<file path="src/rtl/wb_rr_arbiter.sv">
// ---------------------------------------------------------------------------
// wb_rr_arbiter: round-robin N-master to 1-slave pipelined Wishbone arbiter
// with cycle-locked grants, outstanding tracking and a hung-cycle watchdog.
// Rev 1.0
// ---------------------------------------------------------------------------
`default_nettype none

module wb_rr_arbiter #(
  parameter int NM      = 2,
  parameter int AW      = 30,
  parameter int DW      = 32,
  parameter int OW      = 4,
  parameter int TIMEOUT = 255
) (
  input  logic                 clk,
  input  logic                 rst,
  input  logic [NM-1:0]        m_cyc,
  input  logic [NM-1:0]        m_stb,
  input  logic [NM-1:0]        m_we,
  input  logic [NM*AW-1:0]     m_adr,
  input  logic [NM*DW/8-1:0]   m_sel,
  input  logic [NM*DW-1:0]     m_dat_w,
  output logic [DW-1:0]        m_dat_r,
  output logic [NM-1:0]        m_ack,
  output logic [NM-1:0]        m_err,
  output logic [NM-1:0]        m_stall,
  output logic [NM-1:0]        grant,
  output logic                 s_cyc,
  output logic                 s_stb,
  output logic                 s_we,
  output logic [AW-1:0]        s_adr,
  output logic [DW/8-1:0]      s_sel,
  output logic [DW-1:0]        s_dat_w,
  input  logic [DW-1:0]        s_dat_r,
  input  logic                 s_ack,
  input  logic                 s_err,
  input  logic                 s_stall
);

  localparam int SW  = DW / 8;
  localparam int LW  = (NM > 1) ? $clog2(NM) : 1;
  localparam int WDW = $clog2(TIMEOUT + 2);
  localparam logic [OW-1:0]  OUT_MAX  = '1;
  localparam logic [WDW-1:0] WD_LIMIT = (TIMEOUT == 0) ? '0 : WDW'(TIMEOUT - 1);

  typedef enum logic [1:0] {ST_IDLE, ST_BUSY, ST_ABORT} state_t;

  state_t          state, state_nx;
  logic [NM-1:0]   grant_nx;
  logic [LW-1:0]   last, last_nx, pick;
  logic [OW-1:0]   outstanding, out_nx;
  logic [WDW-1:0]  wdog, wdog_nx;
  logic            found, full, resp, fire;
  logic            own_cyc, own_stb, own_we;
  logic [AW-1:0]   own_adr;
  logic [SW-1:0]   own_sel;
  logic [DW-1:0]   own_dat;
  logic [LW:0]     sum;

  assign m_dat_r = s_dat_r;

  // First requester at or after last+1, wrapping modulo NM.
  always_comb begin
    pick  = last;
    found = 1'b0;
    sum   = '0;
    for (int k = 1; k <= NM; k++) begin
      sum = {1'b0, last} + (LW+1)'(k);
      if (sum >= (LW+1)'(NM))
        sum = sum - (LW+1)'(NM);
      if (!found && m_cyc[sum[LW-1:0]]) begin
        pick  = sum[LW-1:0];
        found = 1'b1;
      end
    end
  end

  // Owner mux is driven by the registered owner index only.
  always_comb begin
    own_cyc = 1'b0;
    own_stb = 1'b0;
    own_we  = 1'b0;
    own_adr = '0;
    own_sel = '0;
    own_dat = '0;
    for (int i = 0; i < NM; i++) begin
      if (last == LW'(i)) begin
        own_cyc = m_cyc[i];
        own_stb = m_stb[i];
        own_we  = m_we[i];
        own_adr = m_adr[i*AW +: AW];
        own_sel = m_sel[i*SW +: SW];
        own_dat = m_dat_w[i*DW +: DW];
      end
    end
  end

  always_comb begin
    state_nx = state;
    grant_nx = grant;
    last_nx  = last;
    out_nx   = outstanding;
    wdog_nx  = wdog;
    s_cyc    = 1'b0;
    s_stb    = 1'b0;
    s_we     = 1'b0;
    s_adr    = '0;
    s_sel    = '0;
    s_dat_w  = '0;
    m_ack    = '0;
    m_err    = '0;
    m_stall  = '1;
    full     = (outstanding == OUT_MAX);
    resp     = s_ack | s_err;
    fire     = 1'b0;
    case (state)
      ST_IDLE: begin
        if (|m_cyc) begin
          state_nx = ST_BUSY;
          last_nx  = pick;
          grant_nx = NM'(1) << pick;
          out_nx   = '0;
          wdog_nx  = '0;
        end
      end
      ST_BUSY: begin
        s_cyc         = own_cyc;
        s_stb         = own_stb & ~full;
        s_we          = own_we;
        s_adr         = own_adr;
        s_sel         = own_sel;
        s_dat_w       = own_dat;
        m_stall[last] = s_stall | full;
        m_ack[last]   = s_ack;
        fire          = (TIMEOUT != 0) && own_cyc && (outstanding != '0) &&
                        (wdog == WD_LIMIT) && !resp;
        m_err[last]   = s_err | fire;
        if (!own_cyc) begin
          // Owner abandoned the cycle; any late slave response is dropped.
          state_nx = ST_IDLE;
          grant_nx = '0;
          out_nx   = '0;
          wdog_nx  = '0;
        end else if (fire) begin
          state_nx = ST_ABORT;
          out_nx   = '0;
          wdog_nx  = '0;
        end else begin
          wdog_nx = ((outstanding != '0) && !resp) ? wdog + 1'b1 : '0;
          case ({s_stb & ~s_stall, resp && (outstanding != '0)})
            2'b10:   out_nx = outstanding + 1'b1;
            2'b01:   out_nx = outstanding - 1'b1;
            default: out_nx = outstanding;
          endcase
        end
      end
      ST_ABORT: begin
        if (!own_cyc) begin
          state_nx = ST_IDLE;
          grant_nx = '0;
        end
      end
      default: state_nx = ST_IDLE;
    endcase
  end

  always_ff @(posedge clk or posedge rst) begin
    if (rst) begin
      state       <= ST_IDLE;
      grant       <= '0;
      last        <= LW'(NM - 1);
      outstanding <= '0;
      wdog        <= '0;
    end else begin
      state       <= state_nx;
      grant       <= grant_nx;
      last        <= last_nx;
      outstanding <= out_nx;
      wdog        <= wdog_nx;
    end
  end

endmodule

`default_nettype wire

</file>
<file path="config.mk">
export PLATFORM = sky130hd
export DESIGN_NAME = wb_rr_arbiter
export DESIGN_NICKNAME = d
export VERILOG_FILES = /design/src/rtl/wb_rr_arbiter.sv
export SDC_FILE = /design/constraint.sdc
export NUM_CORES = 1
export LEC_CHECK = 0
export CAP_MARGIN = 20
export CORE_AREA = 2 2 110 112
export CTS_CLUSTER_SIZE = 30
export DETAILED_ROUTE_END_ITERATION = 8
export DIE_AREA = 0 0 112 114
export GPL_TIMING_DRIVEN = 0
export PLACE_DENSITY = 0.7
export SLEW_MARGIN = 30
export SYNTH_ARGS = -nofsm -noshare
export SYNTH_HDL_FRONTEND = slang
export SYNTH_SLANG_ARGS = --single-unit
</file>
<file path="constraint.sdc">
create_clock -name clk -period 2.8 [get_ports clk]
set_input_delay 0.7 -clock clk [delete_from_list [all_inputs] [get_ports clk]]
set_output_delay 0.7 -clock clk [all_outputs]
set_load 0.02 [all_outputs]
</file>
==> metrics.txt <==
die area=0.01277 mm^2; Largest delay share family, worst path=buffers and inverters; Final Setup Violations=0; GRT Util Overall=17.99%; first-pass GRT wire length=17.79 mm; CP most frequent cell=clkdlybuf4s50_1; via count=3138; total clock sinks=18; setup tns final=0 ns; Cells after Synth=317; Clock Latency Late Sink=0.25 ns; slowest cell on the critical path=clkdlybuf4s50_1; Post-CTS Setup Inserts=0; drt first pass iters=4; Pleak=2.678 nW; cells on worst reg2reg path=11; Vias per Instance=4.364; final core occ=46.19%; Critical Path RT=2.10 ns; number of distinct library cells after synthesis=40; gr ovfl total=0; Root Driver=clkbuf_16; CP Capture Type=output pin; Slew HR=52.93%; layout cell share with drive strength beyond 1=14.51%; Mapped Nets=502; die width=112 um; CP max FO=3; Multi-input gate area=0.001866 mm^2; top cell type by total area after synthesis=mux2i_1; CTS Buf Count=3; max frequency=0.3649 GHz; H-tree levels=1; Final Hold Viols=0; unrepaired setup endpoints after global routing=false; core area=0.01171 mm^2; critical path arrival=2.04 ns; ANT cells=0; Reg area=451.7 um^2; class of the worst hold path=register to register; Hold Slack=0.5200 ns; Detailed Route Iter0 Violations=143; IO buf count=251; fill count=1157; post-synth top area share=25.51%; Area Growth Syn to Fin=105.8%; critical-path cell list=clkdlybuf4s50_1 > a41oi_2 > nand3_1 > clkdlybuf4s50_1; pwr/cell area=739.8 mW/mm^2; initial antenna violation count=1; Ports=284; placed inst area=0.005325 mm^2; CTS tree=yes; Yosys reg bits=18; synthesized area=0.002629 mm^2; Buf/Inv on CP=2; CTS clk-pin slew, worst paths=0.05 ns; Tmin final=2.740 ns; number of global-route vias before repair=3093; std cell rows=40; Final Instance Area=0.005409 mm^2; Initial Utilization=22.45%; NumNets Final=758; Worst Skew=0.003991 ns; Least-Margin Pin Slew=0.7052 ns; Tcrit/Tclk final=97.87%; type of the worst setup path=input port to output pin; HPWL after DPL=10.86 mm; total power=4.001 mW; CTS max path bufs=2; largest stage delay on the critical path=0.55 ns; syn_area_per_cell=8.293 um^2; DRT antenna net count=0; startpoint types=input port; maximum vdd drop=406.3 uV; routed wire length=12.62 mm; wire per inst=17.55 um; max-slew violations=0; Final Wtd Congestion=0.7904; DIE HEIGHT=114 um; Crit path depth=4; status=finished, final reports clean; Area contributors post-synth=mux2i_1, nor2b_1, dfrtp_1; Synth Warn #=0; Hold Path Depth=1; Post-route DRC=0; largest net degree at the start of global routing=19; post-synthesis sequential area ratio=17.18%; Max Cap Viol=0
-- through the flow --
| step | std cells | setup WS (ns) |
|---|---|---|
| 2_1_floorplan | 317 | 0.1781 |
| 3_3_place_gp | 715 | -0.6071 |
| 3_5_place_dp | 715 | -0.6329 |
| 4_1_cts | 719 | 0.0005906 |
| 5_1_grt | 719 | 0.00007239 |
| 6_report | 719 | 0.05970 |
-- final timing paths --
kind                          from        endpoint  slack [ns]
max                        s_stall      m_stall[1]        0.06
min                        wdog[8]         wdog[8]        0.52
max reg2reg                   last  outstanding[3]        0.12
min reg2reg                wdog[8]         wdog[8]        0.52
max in group asynchronous      rst  outstanding[0]        1.49
min in group asynchronous      rst         wdog[3]        0.86
-- sequential cells by signal (all words and copies together), names as in the netlist --
register,cells
grant,2
last,1
outstanding,4
state,2
wdog,9
-- cells in the final DEF, fill, tap and decap left out, types with 3 or more instances in the layout --
cell,instances
a21o_1,5
a21oi_1,12
and3_1,4
buf_2,3
buf_4,35
buf_6,3
clkbuf_16,3
clkbuf_2,12
clkbuf_4,4
clkdlybuf4s50_1,176
dfrtp_1,17
dlygate4sd2_1,60
dlymetal6s2s_1,5
ha_1,8
inv_1,7
mux2_2,4
mux2i_1,66
nand2_1,11
nand3_1,3
nor2_1,11
nor2b_1,68
nor3b_1,5
o21ai_0,10
-- cell type report --
class	instances	area share, %
well taps	147	3.400
repair buffers	251	44.71
plain buffers	51	7.102
multi-input cells	241	34.49
clock buffers	4	1.457
flip-flops and latches	18	8.351
inverters	7	0.4858
-- timing repair --
item                                    4_1_cts  5_1_grt
hold buffers                                  0        0
resized for setup                           108       25
endpoints found under the setup margin       74       16
pin swaps                                     0        3
-- power by group --
part | leakage, nW | internal (mW) | switching [mW]
Clock | 0.0382 | 0.193 | 0.0953
Sequential | 0.242 | 0.312 | 0.0540
Combinational | 2.40 | 1.53 | 1.81
-- synthesized netlist by cell type --
cell type	count
a211oi_1	1
a21o_1	5
a21oi_1	12
a22o_1	2
a31o_2	1
a31oi_1	2
a41oi_1	2
and3_1	4
and3b_1	1
buf_2	5
buf_4	33
buf_6	1
clkbuf_1	12
dfrtp_1	17
dfstp_2	1
ha_1	10
inv_1	7
mux2_2	4
mux2_4	1
mux2i_1	67
nand2_1	11
nand2b_1	2
nand3_1	3
nand3b_1	2
nand4_1	1
nor2_1	13
nor2b_1	69
nor3b_1	6
nor4_1	1
nor4_2	1
o21ai_0	10
o21ai_2	1
o21ba_2	1
o22a_1	1
o2bb2ai_1	1
or2_2	1
or3_1	1
or3b_4	1
xnor2_1	1
xor2_1	2
-- per-layer routing --
metal,vias up,global-route usage [%],wire [um]
met5,-,0,17
met4,2,1.707,57
met3,6,6.004,1033
met2,126,31.07,6184
met1,1439,22.80,5326
li1,1565,-,-
-- logic make-up after synthesis --
group,after synthesis,share of synthesized area (%)
simple gates,117,26.32
mux,72,27.80
buf+inv,58,13.52
compound gates,39,9.425
flops,18,17.18
fa+ha+maj,10,4.760
xor+xnor,3,0.9997
Power figures use the tool's default switching activity.
